--- config.mk ---
export PLATFORM = sky130hd
export DESIGN_NAME = decode_issue
export DESIGN_NICKNAME = d
export VERILOG_FILES = /design/src/rtl/riscv_pkg.sv /design/src/rtl/imm_gen.sv /design/src/rtl/decode_issue.sv
export SDC_FILE = /design/constraint.sdc
export NUM_CORES = 1
export LEC_CHECK = 0
export CORE_MARGIN = 4
export CORE_UTILIZATION = 24
export DETAILED_ROUTE_END_ITERATION = 7
export PLACE_DENSITY = 0.47
export SYNTH_ARGS = -nofsm -noshare
export SYNTH_HDL_FRONTEND = slang
export SYNTH_SLANG_ARGS = --single-unit
--- constraint.sdc ---
create_clock -name clk -period 3.6 [get_ports clk]
set_input_delay 0.72 -clock clk [delete_from_list [all_inputs] [get_ports clk]]
set_output_delay 0.72 -clock clk [all_outputs]
set_load 0.01 [all_outputs]
--- src/rtl/riscv_pkg.sv ---
// riscv_pkg: RV64I opcode constants plus the opclass and immediate-format enums
// shared by the decode/issue stage.
package riscv_pkg;
   localparam logic [6:0] OPC_LUI       = 7'b0110111;
   localparam logic [6:0] OPC_AUIPC     = 7'b0010111;
   localparam logic [6:0] OPC_JAL       = 7'b1101111;
   localparam logic [6:0] OPC_JALR      = 7'b1100111;
   localparam logic [6:0] OPC_BRANCH    = 7'b1100011;
   localparam logic [6:0] OPC_LOAD      = 7'b0000011;
   localparam logic [6:0] OPC_STORE     = 7'b0100011;
   localparam logic [6:0] OPC_OP_IMM    = 7'b0010011;
   localparam logic [6:0] OPC_OP        = 7'b0110011;
   localparam logic [6:0] OPC_OP_IMM_32 = 7'b0011011;
   localparam logic [6:0] OPC_OP_32     = 7'b0111011;
   localparam logic [6:0] OPC_SYSTEM    = 7'b1110011;

   typedef enum logic [3:0] {
      CL_LUI       = 4'd0,
      CL_AUIPC     = 4'd1,
      CL_JAL       = 4'd2,
      CL_JALR      = 4'd3,
      CL_BRANCH    = 4'd4,
      CL_LOAD      = 4'd5,
      CL_STORE     = 4'd6,
      CL_OP_IMM    = 4'd7,
      CL_OP        = 4'd8,
      CL_OP_IMM_32 = 4'd9,
      CL_OP_32     = 4'd10,
      CL_SYSTEM    = 4'd11,
      CL_ILLEGAL   = 4'd15
   } opclass_e;

   typedef enum logic [2:0] {
      FMT_NONE = 3'd0,
      FMT_I    = 3'd1,
      FMT_S    = 3'd2,
      FMT_B    = 3'd3,
      FMT_U    = 3'd4,
      FMT_J    = 3'd5
   } imm_fmt_e;
endpackage

--- src/rtl/imm_gen.sv ---
// imm_gen: RV64I immediate extraction for the I/S/B/U/J formats, sign-extended
// from instruction bit 31 to XLEN.
module imm_gen
   import riscv_pkg::*;
#(
   parameter int XLEN = 64
) (
   input  logic [31:7]     instr_i,
   input  imm_fmt_e        fmt_i,
   output logic [XLEN-1:0] imm_o
);
   logic [31:0] imm32;

   // the opcode bits never contribute, so only [31:7] is taken
   assign imm32 = fmt_i == FMT_I ? {{20{instr_i[31]}}, instr_i[31:20]} :
                  fmt_i == FMT_S ? {{20{instr_i[31]}}, instr_i[31:25], instr_i[11:7]} :
                  fmt_i == FMT_B ? {{19{instr_i[31]}}, instr_i[31], instr_i[7], instr_i[30:25], instr_i[11:8], 1'b0} :
                  fmt_i == FMT_U ? {instr_i[31:12], 12'b0} :
                  fmt_i == FMT_J ? {{11{instr_i[31]}}, instr_i[31], instr_i[19:12], instr_i[20], instr_i[30:21], 1'b0} :
                  32'b0;

   assign imm_o = XLEN'($signed(imm32));
endmodule

--- src/rtl/decode_issue.sv ---
// decode_issue: RV64I decode with register-file read, 32-entry busy scoreboard
// and a one-entry valid/ready output register toward execute.
module decode_issue
   import riscv_pkg::*;
#(
   parameter int XLEN      = 64,
   parameter int ADDR_SIZE = 5
) (
   input  logic                 clk,
   input  logic                 rst,
   input  logic                 in_valid,
   output logic                 in_ready,
   input  logic [31:0]          in_instr,
   input  logic [XLEN-1:0]      in_pc,
   output logic                 rf_read_enable1,
   output logic                 rf_read_enable2,
   output logic [ADDR_SIZE-1:0] rf_read_addr1,
   output logic [ADDR_SIZE-1:0] rf_read_addr2,
   input  logic [XLEN-1:0]      rf_read_data1,
   input  logic [XLEN-1:0]      rf_read_data2,
   input  logic                 wb_valid,
   input  logic [ADDR_SIZE-1:0] wb_addr,
   input  logic                 flush,
   output logic                 out_valid,
   input  logic                 out_ready,
   output logic [XLEN-1:0]      out_pc,
   output logic [XLEN-1:0]      out_rs1_data,
   output logic [XLEN-1:0]      out_rs2_data,
   output logic [XLEN-1:0]      out_imm,
   output logic [ADDR_SIZE-1:0] out_rd,
   output logic                 out_we,
   output logic [3:0]           out_opclass,
   output logic [9:0]           out_funct,
   output logic                 out_illegal
);
   logic [4:0]            rs1, rs2, rd, wb_idx;
   opclass_e              cls;
   imm_fmt_e              fmt;
   logic                  use1, use2, wr, we, hazard, accept;
   logic [XLEN-1:0]       imm;
   logic [31:0]           busy_q, busy_d, wb_clr, live;
   logic                  out_valid_q, out_valid_d;
   logic [XLEN-1:0]       out_pc_q, out_rs1_data_q, out_rs2_data_q, out_imm_q;
   logic [ADDR_SIZE-1:0]  out_rd_q;
   logic                  out_we_q, out_illegal_q;
   logic [3:0]            out_opclass_q;
   logic [9:0]            out_funct_q;

   assign rs1 = in_instr[19:15];
   assign rs2 = in_instr[24:20];
   assign rd  = in_instr[11:7];

   always_comb begin
      cls  = CL_ILLEGAL;
      fmt  = FMT_NONE;
      use1 = 1'b0;
      use2 = 1'b0;
      wr   = 1'b0;
      case (in_instr[6:0])
         OPC_LUI:       begin cls = CL_LUI;       fmt = FMT_U; wr = 1'b1; end
         OPC_AUIPC:     begin cls = CL_AUIPC;     fmt = FMT_U; wr = 1'b1; end
         OPC_JAL:       begin cls = CL_JAL;       fmt = FMT_J; wr = 1'b1; end
         OPC_JALR:      begin cls = CL_JALR;      fmt = FMT_I; use1 = 1'b1; wr = 1'b1; end
         OPC_BRANCH:    begin cls = CL_BRANCH;    fmt = FMT_B; use1 = 1'b1; use2 = 1'b1; end
         OPC_LOAD:      begin cls = CL_LOAD;      fmt = FMT_I; use1 = 1'b1; wr = 1'b1; end
         OPC_STORE:     begin cls = CL_STORE;     fmt = FMT_S; use1 = 1'b1; use2 = 1'b1; end
         OPC_OP_IMM:    begin cls = CL_OP_IMM;    fmt = FMT_I; use1 = 1'b1; wr = 1'b1; end
         OPC_OP:        begin cls = CL_OP;        use1 = 1'b1; use2 = 1'b1; wr = 1'b1; end
         OPC_OP_IMM_32: begin cls = CL_OP_IMM_32; fmt = FMT_I; use1 = 1'b1; wr = 1'b1; end
         OPC_OP_32:     begin cls = CL_OP_32;     use1 = 1'b1; use2 = 1'b1; wr = 1'b1; end
         OPC_SYSTEM:    begin cls = CL_SYSTEM;    fmt = FMT_I; use1 = 1'b1; wr = 1'b1; end
         default: ;
      endcase
   end

   imm_gen #(.XLEN(XLEN)) u_imm_gen (
      .instr_i (in_instr[31:7]),
      .fmt_i   (fmt),
      .imm_o   (imm)
   );

   assign we              = wr && rd != 5'd0;
   assign rf_read_enable1 = in_valid && use1;
   assign rf_read_enable2 = in_valid && use2;
   assign rf_read_addr1   = ADDR_SIZE'(rs1);
   assign rf_read_addr2   = ADDR_SIZE'(rs2);

   // a writeback landing this cycle already frees its register for the incoming op
   assign wb_idx = 5'(wb_addr);
   assign wb_clr = wb_valid ? 32'd1 << wb_idx : 32'd0;
   assign live   = busy_q & ~wb_clr;
   assign hazard = in_valid && ((use1 && live[rs1]) || (use2 && live[rs2]) || (we && live[rd]));
   assign in_ready = rst && (!out_valid_q || out_ready) && !hazard && !flush;
   assign accept   = in_valid && in_ready;

   always_comb begin
      busy_d = live;
      if (accept && we) busy_d[rd] = 1'b1;
      if (flush) busy_d = '0;
      busy_d[0] = 1'b0;
   end

   assign out_valid_d = flush ? 1'b0 : accept ? 1'b1 : out_ready ? 1'b0 : out_valid_q;

   always_ff @(posedge clk or negedge rst) begin
      if (!rst) begin
         busy_q         <= '0;
         out_valid_q    <= 1'b0;
         out_pc_q       <= '0;
         out_rs1_data_q <= '0;
         out_rs2_data_q <= '0;
         out_imm_q      <= '0;
         out_rd_q       <= '0;
         out_we_q       <= 1'b0;
         out_opclass_q  <= '0;
         out_funct_q    <= '0;
         out_illegal_q  <= 1'b0;
      end else begin
         busy_q      <= busy_d;
         out_valid_q <= out_valid_d;
         if (accept) begin
            out_pc_q       <= in_pc;
            out_rs1_data_q <= rf_read_data1;
            out_rs2_data_q <= rf_read_data2;
            out_imm_q      <= imm;
            out_rd_q       <= ADDR_SIZE'(rd);
            out_we_q       <= we;
            out_opclass_q  <= cls;
            out_funct_q    <= {in_instr[31:25], in_instr[14:12]};
            out_illegal_q  <= cls == CL_ILLEGAL;
         end
      end
   end

   assign out_valid    = out_valid_q;
   assign out_pc       = out_pc_q;
   assign out_rs1_data = out_rs1_data_q;
   assign out_rs2_data = out_rs2_data_q;
   assign out_imm      = out_imm_q;
   assign out_rd       = out_rd_q;
   assign out_we       = out_we_q;
   assign out_opclass  = out_opclass_q;
   assign out_funct    = out_funct_q;
   assign out_illegal  = out_illegal_q;
endmodule

---- Yosys cells after proc, flatten, opt, wreduce, memory -nomap -nowiden ----
Index checks and enable logic that the tools add are counted.
storage, ports and cells
  bits in registers ....................... 277
  input bits .............................. 235
  output and inout bits ................... 291
  logic and storage cells ................. 87
cells by class
  order comparisons ....................... 4
  eq/ne operators ......................... 18
  shifts and indexed selects .............. 1
  mux-type cells .......................... 24
  bitwise gates (word level) .............. 3
  reductions and logical operators ........ 26
operators with widths
  operator                                              count
  2-to-1 mux 32 bit                                     8
  one-hot mux 4 bit (12 select lines)                   1
  bitwise AND 32 bit                                    1
  inverter 32 bit                                       1
  OR 32 bit                                             1
  left shift 1 x 5 -> 32 bit (first input constant)     1
  equality test 7 x 6 -> 1 bit (second input constant)  4
  equality test 7 bit (second input constant)           4
  equality test 7 x 5 -> 1 bit (second input constant)  3
  < comparator 5 x 6 -> 1 bit (second input constant)   3
  binary-select mux 1 bit (select 5 bit)                3
  one-hot mux 3 bit (5 select lines)                    1
  logical AND 1 bit                                     13
  2-to-1 mux 1 bit                                      10
  OR reduction 10 bit                                   1
  OR reduction 9 bit                                    1
  equality test 7 x 2 -> 1 bit (second input constant)  1
  equality test 3 x 2 -> 1 bit (second input constant)  2
  equality test 3 bit (second input constant)           2
  demux 1 bit (select 5 bit)                            1
  >= comparator 5 x 1 -> 1 bit (second input constant)  1
  nonzero test 5 bit                                    1
  OR reduction 5 bit                                    1
  equality test 4 bit (second input constant)           1
  6 further kinds                                       10

---- Depth between registers and ports, before layout ----
Gate-level depths: netlist of run 1.
  depth after elaboration ................. 17
  gate-level depth with buffers ........... 12
  gate-level depth less buffers ........... 8

---- By module ----
Synthesis of run 1 repeated with hierarchy kept, for this count alone.
unflattened totals
  cell total of the unflattened synthesis .. 1120
  area total of the unflattened synthesis .. 14732.9 um2
modules (own cells, without submodules)
  module        times used  cells an instance  area an instance (um2)
  decode_issue  1           1025               14059.7
  imm_gen       1           95                 673.1

---- Worst setup path before layout of run 1 ----
Ideal clock, no wire load.
  path type ............................... input to output
  from .................................... input wb_addr[2]
  to ...................................... output in_ready
  arrival time ............................ 2.812 ns
  required time ........................... 2.880 ns
  slack ................................... 0.068 ns
  stages on the path ...................... 8
  path buffers ............................ 0
  path through ............................ or4b_1 -> o21ai_2 -> o22ai_1 -> or4_1 -> o311a_1 -> a211oi_2 -> a21oi_1 -> nor2_1
on the way
  word-level cells in the longest chain between the ends .. 13
  elaborated cells between the ends (all ways) .. 19
RTL lines
  item                                    line                source
  start: declaration                      decode_issue.sv:22  input logic [ADDR_SIZE-1:0] wb_addr,
  left shift 1 x 5 -> 32 bit (*)          decode_issue.sv:90  assign wb_clr = wb_valid ? 32'd1 << wb_idx : 32'd0;
  2-to-1 mux 32 bit (*)                   decode_issue.sv:90
  inverter 32 bit (*)                     decode_issue.sv:91  assign live = busy_q & ~wb_clr;
  bitwise AND 32 bit (*)                  decode_issue.sv:91
  binary-select mux 1 bit (select 5 bit)  decode_issue.sv:92  assign hazard = in_valid && ((use1 && live[rs1]) || (use2 && live[rs2]) || (we && live[rd]));
  2-to-1 mux 1 bit (not written as such)  decode_issue.sv:92
  logical AND 1 bit                       decode_issue.sv:92
  logical OR 1 bit                        decode_issue.sv:92
  logical OR 1 bit (*)                    decode_issue.sv:92
  logical AND 1 bit (*)                   decode_issue.sv:92
  logical NOT 1 bit (*)                   decode_issue.sv:93  assign in_ready = rst && (!out_valid_q || out_ready) && !hazard && !flush;
  logical AND 1 bit (*) (2 in series)     decode_issue.sv:93
  end: declaration                        decode_issue.sv:12  output logic in_ready,
Mark *: on every way between the ends. The rest lies on a longest branch, timed or not. The select of a mux whose other input is x is not followed.

---- Worst setup path in the final report of run 1 ----
  from .................................... input wb_addr[3]
  to ...................................... output in_ready
Same word-level chain as after synthesis.

==> impl_metrics.ini, run 1 <==
[outcome]
status = finished with violations
violations = negative setup slack

[clock_tree]
clock-sinks = 277
clk_pin_slew_ns = 0.06
clk_path_buf_depth = 3
clkLatencyLatePin_ns = 0.54
cts_htree_levels = 2
cts_tree = built
ctsHoldBuffers = 0
root_buffer = clkbuf_16
cts_inserted_buffers = 37

[worst_setup_path]
worstPathMaxFanout = 7
path_buf_inv = 5
path_class = in -> out
end_kind = output pin
crit_family = compound AO/OA/AOI/OAI gates
critPathSlowestCell = or4_4
crit_chain = dlygate4sd2_1 > nand2b_4 > buf_4 > buf_4 > o21ai_2 > o22ai_1 > or4_4 > o311a_1 > a211oi_2 > buf_4 > a21oi_2 > nor2_1 > buf_2
crit_required_ns = 2.88
slowest_delay_ns = 0.42
startpoint_type = primary input
cpMostUsedCell = buf_4
crit_arrival_ns = 3.02

[sta]
setup_viol = 1
period_share_pct = 104
grt_setup_unrepaired = true
worst_slack_ns = -0.136
finalSetupTns_ns = -0.136
min_period_ns = 3.74
drv_slew = 0
hold_viol = 0
max_slew_margin_pct = 33.8
skew_ns = 0.0184
worst_slew_pin_slew_ns = 0.993
fmax_mhz = 268

[global_routing]
grt_pass1_wl_um = 75700
antenna_found_initial = 7
grt_usage_pct = 17.4
grt_max_degree = 146
grt.overflow.total = 0
grt_pass1_vias = 11754

[logic_synthesis]
ys_warn_count = 0
avgSynthCellArea_um2 = 12.4
synthCells = 1040
synth_edf_count = 0
synth-async-reset-ratio_pct = 100
ys_ff_latch = 277
synth_flop_cell = dfrtp_1
ys_types = 67
syn_area_um2 = 12900
yosysSeqAreaShare_pct = 53.9
synth_nets = 1275

[floorplan]
std_cell_rows = 84
core_area_um2 = 52800
initial_core_util_pct = 24.4
dieArea_um2 = 57400
die-width_um = 239
die_height_um = 239
io-pin-count = 526

[final_layout]
drive_gt1_share_pct = 19.9
num-fill-cells = 5172
final_cell_mix = 512 x clkdlybuf4s50_1, 277 x dfrtp_1, 182 x mux2_1
fin_nets = 1910
area_delta_synth_final_pct = 63.6
seqCellArea_um2 = 6930
layout_commonest_cell = clkdlybuf4s50_1
multiInputGateArea_um2 = 5250

[routing]
drtPass1Iterations = 5
wire_per_inst_um = 21.4
drt_iter0_drc = 447
postRouteAntennaNets = 0
remaining_drc_errors = 0
via_count = 10891
viasPerCell = 4.56
wl_um = 51200

[power_and_ir_drop]
leakage_nw = 8.76
irDropWorstVdd_v = 0.000497
p_total_mw = 10.4
p_per_area_nw_per_um2 = 492

[placement]
hpwlAfterDp_um = 39300
port_buffers = 525
gp_congestion = 0.885

[flow_run]
drv_cap = 0

[min_path]
hold_path_class = in -> async
-- report_power, final --
group | leakage (nW) | switching (mW) | internal [mW]
registers | 3.40 | 0.285 | 3.67
logic | 4.79 | 1.16 | 1.66
clock network | 0.574 | 1.44 | 2.13
-- metrics by stage --
step                      instances  hold slack, ns  util [%]  worst slack (ns)  instance area [um^2]
after detailed placement       2320           0.480      37.4             -1.08                 19700
final                          2390           0.343      39.9            -0.136                 21000
after floorplan                1040           0.424         -            0.0681                 12900
after CTS                      2387           0.367      39.8            -0.169                 21000
after global placement         2320           0.473      37.4             -1.13                 19700
after global routing           2390           0.404      39.9            -0.271                 21000
-- Yosys cell counts (11+ instances only) --
cell,instances,share of area [%]
buf_4,42,2.5
mux2_1,182,16
a21oi_1,29,1.1
mux2_2,49,4.3
or2_2,16,0.78
nor2_1,19,0.55
nand2_1,56,1.6
dfrtp_1,277,54
buf_6,21,1.8
and2_1,11,0.54
o21ai_0,56,2.2
nand3_1,33,1.3
clkbuf_1,35,1.0
inv_1,22,0.64
o211ai_1,14,0.82
mux2i_1,25,1.9
o22ai_1,25,1.2
-- per-layer routing --
layer	vias up	GRT usage (%)	share of wire [%]
li1	4994	-	-
met1	5340	20.9	39
met2	446	28.2	48
met3	101	6.68	9.0
met4	10	6.56	3.6
met5	-	0.673	0.19
-- cell families (layout without fill, tap and decap cells) --
family | after synthesis | in the layout | share of synthesized area [%]
flip-flops | 277 | 277 | 53.9
multiplexers | 260 | 260 | 22.9
AND/OR/NAND/NOR | 196 | 196 | 8.15
AO/OA/AOI/OAI | 175 | 175 | 8.67
buffers and inverters | 130 | 790 | 6.27
XOR/XNOR | 2 | 2 | 0.136
other | 0 | 2 | 0
-- layout make-up --
| cell class | instances | share of cell area [%] |
|---|---|---|
| sequential | 277 | 32.9 |
| timing repair buffer | 703 | 32.0 |
| multi-input combinational | 633 | 25.0 |
| clock buffer | 57 | 5.29 |
| tap | 688 | 4.09 |
| inverter | 23 | 0.410 |
| clock inverter | 7 | 0.315 |
| antenna | 2 | 0.0238 |
-- path summary, 6_finish.rpt --
path / start / end / slack (ns) / depth (start not counted)
min: rst / busy_q[26] / 0.34 / 2
max: wb_addr[3] / in_ready / -0.14 / 13
max reg2reg: busy_q[22] / out_rs2_data[49] / 0.67 / 11
max in group asynchronous: rst / out_pc[34] / 1.68 / 3
min in group clk: out_rs1_data[20] / out_rs1_data[20] / 0.49 / 1
min reg2reg: out_rs1_data[20] / out_rs1_data[20] / 0.49 / 1
-- sequential cells by signal, summed over array words and instances, names as in the netlist --
| signal | count |
|---|---|
| out_rs2_data | 64 |
| busy_q | 31 |
| out_valid | 1 |
| out_rs1_data | 64 |
| out_funct | 10 |
| out_illegal | 1 |
| out_we | 1 |
| out_opclass | 4 |
| out_pc | 64 |
| out_imm | 32 |
| out_rd | 5 |
-- what timing repair did --
| action | in CTS | in global routing |
|---|---|---|
| setup buffers | 3 | 1 |
| endpoints found under the setup margin | 166 | 3 |
| resized for setup | 62 | 15 |
| pin swaps | 13 | 9 |
(Power assumes the default switching activity.)
==> inputs of run 2 (changes only) <==
PLACE_DENSITY = not set   (was 0.47)
==> run 2 against run 1 <==
The run still ends with negative setup slack left. Wire length decreased by 4.1%. Utilization barely moved. Fmax fell by 0.94%. Clock skew decreased by 0.0024 ns. Critical endpoint unchanged. Largest cell class unchanged. Largest power group unchanged. Highest routed layer unchanged.
==> impl_metrics.ini, run 2 (synthesis gave the netlist of run 1 again) <==
[sta]
hold_ws_ns = 0.264
hold_viol = 0
fmax_mhz = 265
drv_slew = 0
setup_viol = 1
skew_ns = 0.0160
worst_slew_pin_slew_ns = 0.936
worst_slack_ns = -0.171
grt_setup_unrepaired = true
period_share_pct = 105
max_slew_margin_pct = 37.6
min_period_ns = 3.77

[clock_tree]
ctsHoldBuffers = 0
cts_htree_levels = 2
clk_pin_slew_ns = 0.05
cts_inserted_buffers = 36
clkLatencyLatePin_ns = 0.54
clock-sinks = 277
cts_tree = built
root_buffer = clkbuf_16
clk_path_buf_depth = 3

[global_routing]
grt_pass1_wl_um = 73200
grtUsageMet2_pct = 28.3
grt.overflow.total = 0
grt_pass1_vias = 11943
grt_usage_pct = 16.6
antenna_found_initial = 5
met1_usage_pct = 19.3
globalRoute.busiestLayer = met2
met3_usage_pct = 6.14
grt_max_degree = 106

[floorplan]
die_height_um = 239
dieArea_um2 = 57400
initial_core_util_pct = 24.4
io-pin-count = 526
core_area_um2 = 52800
die-width_um = 239
std_cell_rows = 84

[power_and_ir_drop]
combPwrFrac_pct = 27.1
power_frac_seq_pct = 38.4
p_per_area_nw_per_um2 = 490
leakage_nw = 8.80
p_total_mw = 10.3
irDropWorstVdd_v = 0.000365
p_int_mw = 7.50
clockPowerShare_pct = 34.5
p_sw_mw = 2.82
swShare_pct = 27.3

[placement]
port_buffers = 525
hpwlAfterDp_um = 37900
gp_congestion = 0.932
dp.cells = 2324

[worst_setup_path]
crit_required_ns = 2.88
worstPathMaxFanout = 2
end_kind = output pin
path_class = in -> out
crit_arrival_ns = 3.05
startpoint_type = primary input
r2r_setup_slack_ns = 0.63

[flow_run]
drv_cap = 0

[min_path]
hold_path_class = in -> async

[routing]
drt_iter0_drc = 692
postRouteAntennaNets = 0
wire_per_inst_um = 20.6
via_count = 11082
remaining_drc_errors = 0
wl_um = 49100
drtPass1Iterations = 6
viasPerCell = 4.64

[final_layout]
final_core_util_pct = 39.9
area_delta_synth_final_pct = 63.7
drive_gt1_share_pct = 20.0
fin_nets = 1914
layout_commonest_cell = clkdlybuf4s50_1
stdcell_count = 2388
final_cell_mix = 509 x clkdlybuf4s50_1, 277 x dfrtp_1, 182 x mux2_1
num-fill-cells = 5107
antennaDiodeCount = 0

[outcome]
violations = negative setup slack
status = finished with violations
[run 2: final timing paths]
check | from | end | cells after the start
worst max-delay path | wb_addr[1] | in_ready | 11
worst max register to register | busy_q[16] | out_imm[19] | 14
worst min-delay path | rst | out_rs2_data[40] | 2
max in group asynchronous | rst | out_imm[7] | 3
worst min register to register | out_rs2_data[53] | out_rs2_data[53] | 1
min in group clk | out_rs2_data[53] | out_rs2_data[53] | 1
[run 2: routing by layer]
layer / share of wire, % / up-vias
li1: - / 4987
met1: 38 / 5522
met2: 49 / 467
met3: 9.5 / 98
met4: 3.1 / 8
met5: 0.11 / -
[run 2: final cells by class]
| class | instances | area [um^2] | share of cell area [%] |
|---|---|---|---|
| sequential | 277 | 6930 | 32.9 |
| clock buffer | 50 | 1040 | 4.96 |
| inverter | 23 | 86.3 | 0.410 |
| timing repair buffer | 707 | 6790 | 32.2 |
| tap | 688 | 861 | 4.09 |
| clock inverter | 9 | 110 | 0.523 |
| multi-input combinational | 634 | 5240 | 24.9 |
[run 2: timing repair]
| action | CTS | global route |
|---|---|---|
| setup endpoints to repair | 5 | 3 |
| pin swaps | 12 | 2 |
| setup buffers | 2 | 2 |
| cloned | 1 | 0 |
| resized for setup | 54 | 21 |
| hold endpoints to repair | 0 | 0 |
[run 2: critical path, stage by stage]
cell and delay (ns):
buf_6 0.09, or4b_4 0.56, o21ai_4 0.16, o22ai_1 0.11, or4_4 0.42, o311a_1 0.31
a211oi_2 0.22, buf_4 0.15, a21oi_2 0.04, nor2_1 0.11, buf_2 0.15
[run 2: power groups by stage]
| stage | logic (mW) | clock network, mW | registers, mW |
|---|---|---|---|
| 6_report | 2.80 | 3.56 | 3.96 |
| 3_5_place_dp | 2.82 | 0 | 4.01 |
| 4_1_cts | 2.84 | 3.70 | 3.97 |
| 5_1_grt | 2.98 | 3.80 | 4.04 |
| 2_1_floorplan | 0.662 | 0 | 4.26 |
| 3_3_place_gp | 2.81 | 0 | 3.99 |
[run 2: per-stage QoR]
stage	TNS [ns]	instance area (um^2)	setup slack, ns
4_1_cts	-0.186	21000	-0.186
6_report	-0.171	21100	-0.171
3_3_place_gp	-154.13	19800	-1.10
3_5_place_dp	-142.94	19800	-1.07
2_1_floorplan	0	12900	0.0681
5_1_grt	-0.217	21100	-0.217
==> inputs of run 3 (changes only) <==
clock period = 3.4 ns   (was 3.6 ns; I/O delays follow)
==> run 3 against run 2 <==
Sequential share of layout area down 1.3 points. Final cell count up 1.1%. Worst hold slack worse by 0.036 ns. Global-route usage up 0.93 points. Wire length up 5.4%. The flow still finishes with violations (negative setup slack). Clock power up 3%. Combinational power up 15%. Register-to-register slack worse by 0.29 ns. Via count up 0.35%. Cell area up 4.1%. Total power up 7.3%. Sequential power up 6.3%.
==> impl_metrics.ini, run 3 (synthesis gave the netlist of run 1 again) <==
[clock_tree]
clock-sinks = 277
cts_htree_levels = 2
clk_path_buf_depth = 3
cts_inserted_buffers = 35
ctsHoldBuffers = 0
root_buffer = clkbuf_16
cts_tree = built
clkLatencyLatePin_ns = 0.54
clk_pin_slew_ns = 0.06

[power_and_ir_drop]
p_sw_mw = 3.07
p_per_area_nw_per_um2 = 505
p_int_mw = 8.01
clockPowerShare_pct = 33.0
power_frac_seq_pct = 38.0
leakage_nw = 9.45
combPwrFrac_pct = 29.0
swShare_pct = 27.7
irDropWorstVdd_v = 0.000380

[global_routing]
antenna_found_initial = 3
grt_pass1_vias = 12000
grt.overflow.total = 0
grt_max_degree = 101
grt_pass1_wl_um = 76900
grt_usage_pct = 17.5

[routing]
via_count = 11121
wl_um = 51800
postRouteAntennaNets = 0
remaining_drc_errors = 0
drtPass1Iterations = 5
viasPerCell = 4.60
drt_iter0_drc = 676
wire_per_inst_um = 21.4

[worst_setup_path]
end_kind = output pin
worstPathMaxFanout = 2
worst_r2r_path_depth = 12
crit_arrival_ns = 2.97
path_class = in -> out
startpoint_type = primary input
crit_required_ns = 2.72

[sta]
skew_ns = 0.0256
worst_slack_ns = -0.254
grt_setup_unrepaired = true
hold_viol = 0
setup_viol = 1
period_share_pct = 107
worst_slew_pin_slew_ns = 1.04
finalSetupTns_ns = -0.254
drv_slew = 0
fmax_mhz = 274
hold_ws_ns = 0.228
max_slew_margin_pct = 31.0
min_period_ns = 3.65

[floorplan]
initial_core_util_pct = 24.4
core_area_um2 = 52800
die_height_um = 239
die-width_um = 239
io-pin-count = 526
std_cell_rows = 84
dieArea_um2 = 57400

[placement]
hpwlAfterDp_um = 38900
port_buffers = 525
place_ws_ns = -1.28
gp_congestion = 0.873

[flow_run]
drv_cap = 0

[final_layout]
fin_nets = 1937
final_cell_mix = 502 x clkdlybuf4s50_1, 277 x dfrtp_1, 167 x buf_4
drive_gt1_share_pct = 25.6
area_delta_synth_final_pct = 70.5
antennaDiodeCount = 0
layout_commonest_cell = clkdlybuf4s50_1

[outcome]
violations = negative setup slack
status = finished with violations

[min_path]
hold_path_class = in -> async
run 3: cell types whose count changed in the layout (fill, tap and decap cells not counted), moves of 6 or more:
cell,before,now
o21ai_0,42,36
buf_6,5,12
mux2_1,182,116
buf_16,0,16
mux2_4,0,66
clkdlybuf4s50_1,509,502
run 3: power groups by stage:
stage	Combinational [mW]	Clock (mW)	Sequential, mW
6_report	3.21	3.65	4.21
5_1_grt	3.40	3.91	4.29
4_1_cts	3.25	3.78	4.21
3_5_place_dp	3.00	0	4.25
3_3_place_gp	2.98	0	4.22
2_1_floorplan	0.702	0	4.51
run 3: final cells by class:
class | instances | area, um^2
clock buffer | 52 | 1020
clock inverter | 10 | 92.6
fill | 5041 | 30800
inverter | 23 | 86.3
multi-input combinational | 634 | 5570
sequential | 277 | 6930
tap | 688 | 861
timing repair buffer | 731 | 7360
run 3: worst max-delay path: stages:
cell and delay (ns):
buf_6 0.09, or4b_4 0.56, o21ai_4 0.17, o22ai_1 0.08, or4_4 0.43, o311a_4 0.33, a211oi_4 0.23, a21oi_2 0.10
nor2_4 0.17, buf_6 0.14
run 3: through the flow:
| stage | total power, mW | std cells | utilization (%) | cell area, um^2 |
|---|---|---|---|---|
| floorplan | 5.21 | 1040 | - | 12900 |
| global placement | 7.20 | 2329 | 37.6 | 19800 |
| detailed placement | 7.25 | 2329 | 37.6 | 19800 |
| CTS | 11.2 | 2416 | 41.3 | 21800 |
| global route | 11.6 | 2415 | 41.6 | 21900 |
| finish | 11.1 | 2415 | 41.6 | 21900 |
run 3: repair_timing:
item,CTS,global route
buffers inserted,35,1
hold endpoints to repair,0,0
endpoints found under the setup margin,245,274
gates resized for setup,166,33
cloned,13,1
pin swaps,12,14
run 3: final timing paths:
kind	from	slack [ns]	to
hold reg to reg	out_pc[34]	0.49	out_pc[34]
min in group clk	out_pc[34]	0.49	out_pc[34]
hold / removal	rst	0.23	out_imm[18]
setup / recovery	wb_addr[0]	-0.25	in_ready
setup reg to reg	busy_q[19]	0.34	out_rs2_data[42]
max in group asynchronous	rst	1.67	busy_q[31]
run 3: layer usage:
metal	track usage [%]	vias up	wire length (um)
li1	-	5038	-
met1	21.3	5574	20600
met2	30.1	422	25800
met3	5.17	81	3900
met4	5.28	6	1400
met5	0	-	39
